[config.mk]
export PLATFORM = sky130hd
export DESIGN_NAME = seq_shift_add_mult
export DESIGN_NICKNAME = d
export VERILOG_FILES = /design/src/rtl/mult_pkg.sv /design/src/rtl/seq_shift_add_mult.sv
export SDC_FILE = /design/constraint.sdc
export NUM_CORES = 1
export LEC_CHECK = 0
export CAP_MARGIN = 20
export CORE_MARGIN = 1.5
export CORE_UTILIZATION = 30
export CTS_CLUSTER_DIAMETER = 60
export DETAILED_ROUTE_END_ITERATION = 10
export GPL_ROUTABILITY_DRIVEN = 1
export MAX_ROUTING_LAYER = met4
export SYNTH_ARGS = -nofsm -noshare
export SYNTH_HDL_FRONTEND = slang
export SYNTH_SLANG_ARGS = --single-unit
[constraint.sdc]
create_clock -name i_clk -period 7.4 [get_ports i_clk]
set_input_delay 1.48 -clock i_clk [delete_from_list [all_inputs] [get_ports i_clk]]
set_output_delay 1.48 -clock i_clk [all_outputs]
set_load 0.01 [all_outputs]
[src/rtl/mult_pkg.sv]
// mult_pkg: shared state encoding and width defaults for the shift-and-add multiplier
package mult_pkg;
    typedef enum logic [1:0] {IDLE = 2'd0, CALC = 2'd1, DONE = 2'd2} state_t;
    localparam int MULT_N  = 4;
    localparam int MULT_PW = 2 * MULT_N;
endpackage

[src/rtl/seq_shift_add_mult.sv]
// seq_shift_add_mult: one-partial-product-per-clock unsigned multiplier
// Define MULT_EARLY_TERM_EN to leave CALC once no multiplier bits remain.
module seq_shift_add_mult
    import mult_pkg::*;
#(
    parameter int N = MULT_N
) (
    input  logic           i_clk,
    input  logic           i_rst_n,
    input  logic           i_load,
    input  logic           i_start,
    input  logic [N-1:0]   i_A,
    input  logic [N-1:0]   i_B,
    output logic           o_busy,
    output logic           o_done,
    output logic [2*N-1:0] o_P
);
    localparam int CW = (N > 1) ? $clog2(N) : 1;
    localparam logic [CW-1:0] LAST = CW'(N - 1);
    state_t         r_state, w_nxt;
    logic [N-1:0]   r_op_a, r_op_b;
    logic [2*N-1:0] r_acc, r_p, w_sum;
    logic [CW-1:0]  r_cnt;
    logic           r_busy, r_done, w_last, w_calc, w_ld, w_go;
    assign w_calc = (r_state == CALC);
    assign w_ld   = !w_calc && i_load;
    assign w_go   = !w_calc && i_start;
    assign w_sum  = r_acc + (r_op_b[r_cnt] ? ({{N{1'b0}}, r_op_a} << r_cnt) : '0);
`ifdef MULT_EARLY_TERM_EN
    assign w_last = ((r_op_b >> r_cnt) >> 1) == '0;
`else
    assign w_last = (r_cnt == LAST);
`endif
    always_comb begin
        w_nxt = r_state;
        if (w_calc)
            w_nxt = w_last ? DONE : CALC;
        else
            w_nxt = i_start ? CALC : i_load ? IDLE : r_state;
    end
    always_ff @(posedge i_clk or negedge i_rst_n) begin
        if (!i_rst_n) begin
            r_state <= IDLE;
            r_op_a  <= '0;
            r_op_b  <= '0;
            r_acc   <= '0;
            r_cnt   <= '0;
            r_busy  <= 1'b0;
            r_done  <= 1'b0;
            r_p     <= '0;
        end else begin
            r_state <= w_nxt;
            r_busy  <= (w_nxt == CALC);
            if (w_ld) begin
                r_op_a <= i_A;
                r_op_b <= i_B;
            end
            if (w_ld || w_go)
                r_done <= 1'b0;
            if (w_go) begin
                r_acc <= '0;
                r_cnt <= '0;
            end else if (w_calc) begin
                r_acc <= w_sum;
                r_cnt <= r_cnt + 1'b1;
                if (w_last) begin
                    r_p    <= w_sum;
                    r_done <= 1'b1;
                end
            end
        end
    end
    assign o_busy = r_busy;
    assign o_done = r_done;
    assign o_P    = r_p;
endmodule

==> impl_metrics.tcl <==
set metrics [dict create \
    finalCriticalPeriod_ns 2.77 \
    diodes 0 \
    synth_common_cells "dfrtp_1, nand2_1, o21ai_0" \
    ir_drop_v 0.000164 \
    fin_util_pct 38.3 \
    ios 22 \
    max_cap_viol_count 0 \
    nNetsFinal 200 \
    synth-main-ff-cell "dfrtp_1" \
    drc_errors 0 \
    critical_path_class "reg2reg" \
    final-hold-violation-count 0 \
    muxShareOfSynthArea_pct 9.75 \
    grt_overflow 0 \
    synthSimpleGateAreaFrac_pct 16.8 \
    synthArstFlopShare_pct 100 \
    cts_buffer_depth 2 \
    via_per_inst 4.70 \
    grt_pass1_wl_um 5420 \
    root_buffer "clkbuf_8" \
    path_max_fanout 16 \
    synthXorXnorAreaFrac_pct 2.18 \
    clock_sinks 30 \
    port_buffers 21 \
    syn_to_final_growth_pct 22.9 \
    grt_use_total_pct 12.4 \
    first_pass_iters 4 \
    synth_cell_type_count 32 \
    fin_skew_ns 0.00388 \
    synth_top_cell_area_share_pct 46.8 \
    setup_viol_count_final 0 \
    rows 26 \
    die_h_um 76.1 \
    tightest_slew_ns 0.615 \
    crit_arrival_ns 2.96 \
    syn_avg_cell_area_um2 10.2 \
    fin_cells 250 \
    relSlewSlack_pct 58.9 \
    status "finished, final reports clean" \
    ant_nets 0 \
    period_share_pct 37.4 \
    dp_hpwl_um 2220 \
    postSynthCellCount 157 \
    synth_area_um2 1600 \
    crit_required_ns 7.59 \
    coreArea_um2 5140 \
    synth-seq-cells 30 \
    ys_top_cells_by_area "dfrtp_1, mux2_2, ha_1, nand2_1, o21ai_0" \
    reg2reg_slack_ns 4.63 \
    grt_pass1_vias 1139 \
    cts_buffers 5 \
    global_route.usage.met2_pct 18.6 \
    yosys.area.top_type "dfrtp_1" \
    clk_latency_ns 0.28 \
    yosysSeqAreaShare_pct 46.8 \
    clock.fmax_mhz 361 \
    ctsResizeCount 0 \
    vias 1174 \
    wirelength_um 3100 \
    yosys_warnings 0 \
    grtUsageMet1_pct 15.4 \
    hold_ws_ns 0.477 \
    yosysMostFrequentCell "dfrtp_1" \
    crit_path_start_kind "flip-flop" \
    die-area_um2 5790 \
    fp.dieW_um 76.1 \
    post_cts_buffers 0 \
    clk_pin_slew_ns 0.06 \
    drive_gt1_share_pct 11.7 \
    cts.htree.levels 2 \
    synth_compound_area_share_pct 14.4 \
    place_area_um2 1880 \
    synth_top_family_by_area "simple AND/OR/NAND/NOR gates" \
    synthAdderAreaFrac_pct 7.49 \
    design_area_um2 1970 \
    place_inst 242 \
    place_congestion 0.888 \
    grt_util_met3_pct 4.43 \
    syn-num-nets 178 \
    drt-initial-drc-count 45 \
    power_density_nw_per_um2 429 \
    busiest_layer "met2" \
    cts_tree "built" \
    antenna_found_initial 0 \
    p_leak_nw 0.855 \
    synth_edf_count 0 \
    hp-class "reg2reg" \
    slew_violations 0 \
    cts_hold_repair.buffers 0 \
    rsz0062_at_grt "no" \
    grt_max_degree 31 \
    initial_core_util_pct 31.2 \
    wl_per_cell_um 12.4 \
    fin_setup_tns_ns 0 \
    crit_path_end_kind "flip-flop" \
]
-- cell families (layout without fill, tap and decap cells) --
group,after synthesis,in the layout
AND/OR/NAND/NOR,52,52
XOR/XNOR,4,4
AO/OA/AOI/OAI,39,39
buffers and inverters,10,33
flip-flops,30,30
multiplexers,13,13
adder cells (fa/ha/maj),9,9
-- stage by stage --
step / power (mW) / worst slack (ns)
floorplan: 0.599 / 4.98
global placement: 0.712 / 4.66
detailed placement: 0.718 / 4.64
CTS: 0.860 / 4.62
global route: 0.929 / 4.44
finish: 0.845 / 4.63
-- state kept, by name, summed over array words and instances (netlist names) --
name and count:
o_P 8, o_busy 1, o_done 1, r_acc 8
r_cnt 2, r_op_a 4, r_op_b 4, r_state 2
-- cell usage in the layout, fill, tap and decap left out, drive strengths merged --
cell	n
and2	3
fa	1
o211a	1
clkinv	1
inv	3
o31a	1
o21a	3
o31ai	3
nor3	1
o21ai	17
nand2	24
mux4	1
nand3	2
nand3b	9
nor2	7
o21bai	1
mux2	11
a211oi	1
nand2b	1
a21o	2
nor2b	2
nor4bb	1
ha	8
a21oi	9
o211ai	1
mux2i	1
dfrtp	30
or3	1
clkdlybuf4s50	21
clkbuf	7
and4	1
xor2	4
buf	1
-- worst max-delay path, cell delays in order (launching register included) --
cell     delay [ns]
dfrtp_1        0.61
mux4_2         0.59
and2_1         0.16
ha_1           0.32
nor2b_4        0.15
o31a_1         0.25
o21a_1         0.19
o21a_1         0.19
o31ai_1        0.22
-- power by group --
part / leakage, nW / switching, mW / total (mW) / internal [mW]
Combinational: 0.433 / 0.207 / 0.409 / 0.202
Clock: 0.0482 / 0.0612 / 0.136 / 0.0749
Sequential: 0.374 / 0.0618 / 0.300 / 0.238
Total: 0.855 / 0.330 / 0.845 / 0.515
-- routing by layer --
metal,wire length [um],vias to the layer above
li1,-,600
met1,1520,551
met2,1390,18
met3,123,5
met4,57,0
met5,0,-
-- final cells by class --
cell class | instances | area [um^2]
Fill cell | 551 | 3170
Multi-Input combinational cell | 117 | 812
Sequential cell | 30 | 751
Timing Repair Buffer | 22 | 218
Tap cell | 70 | 87.6
Clock buffer | 7 | 86.3
Inverter | 3 | 11.3
Clock inverter | 1 | 5.00
-- worst paths after layout --
kind                                        end                 start  cells past startpoint
hold reg to reg              o_P[2]$_DFFE_PN0P_    o_P[2]$_DFFE_PN0P_                      2
min in group asynchronous    o_P[5]$_DFFE_PN0P_               i_rst_n                      2
hold / removal               o_P[2]$_DFFE_PN0P_    o_P[2]$_DFFE_PN0P_                      2
setup / recovery             o_P[6]$_DFFE_PN0P_  r_cnt[0]$_DFFE_PN0P_                      8
setup reg to reg             o_P[6]$_DFFE_PN0P_  r_cnt[0]$_DFFE_PN0P_                      8
max in group asynchronous  r_state[1]$_DFF_PN0_               i_rst_n                      2
(Power assumes the default switching activity.)
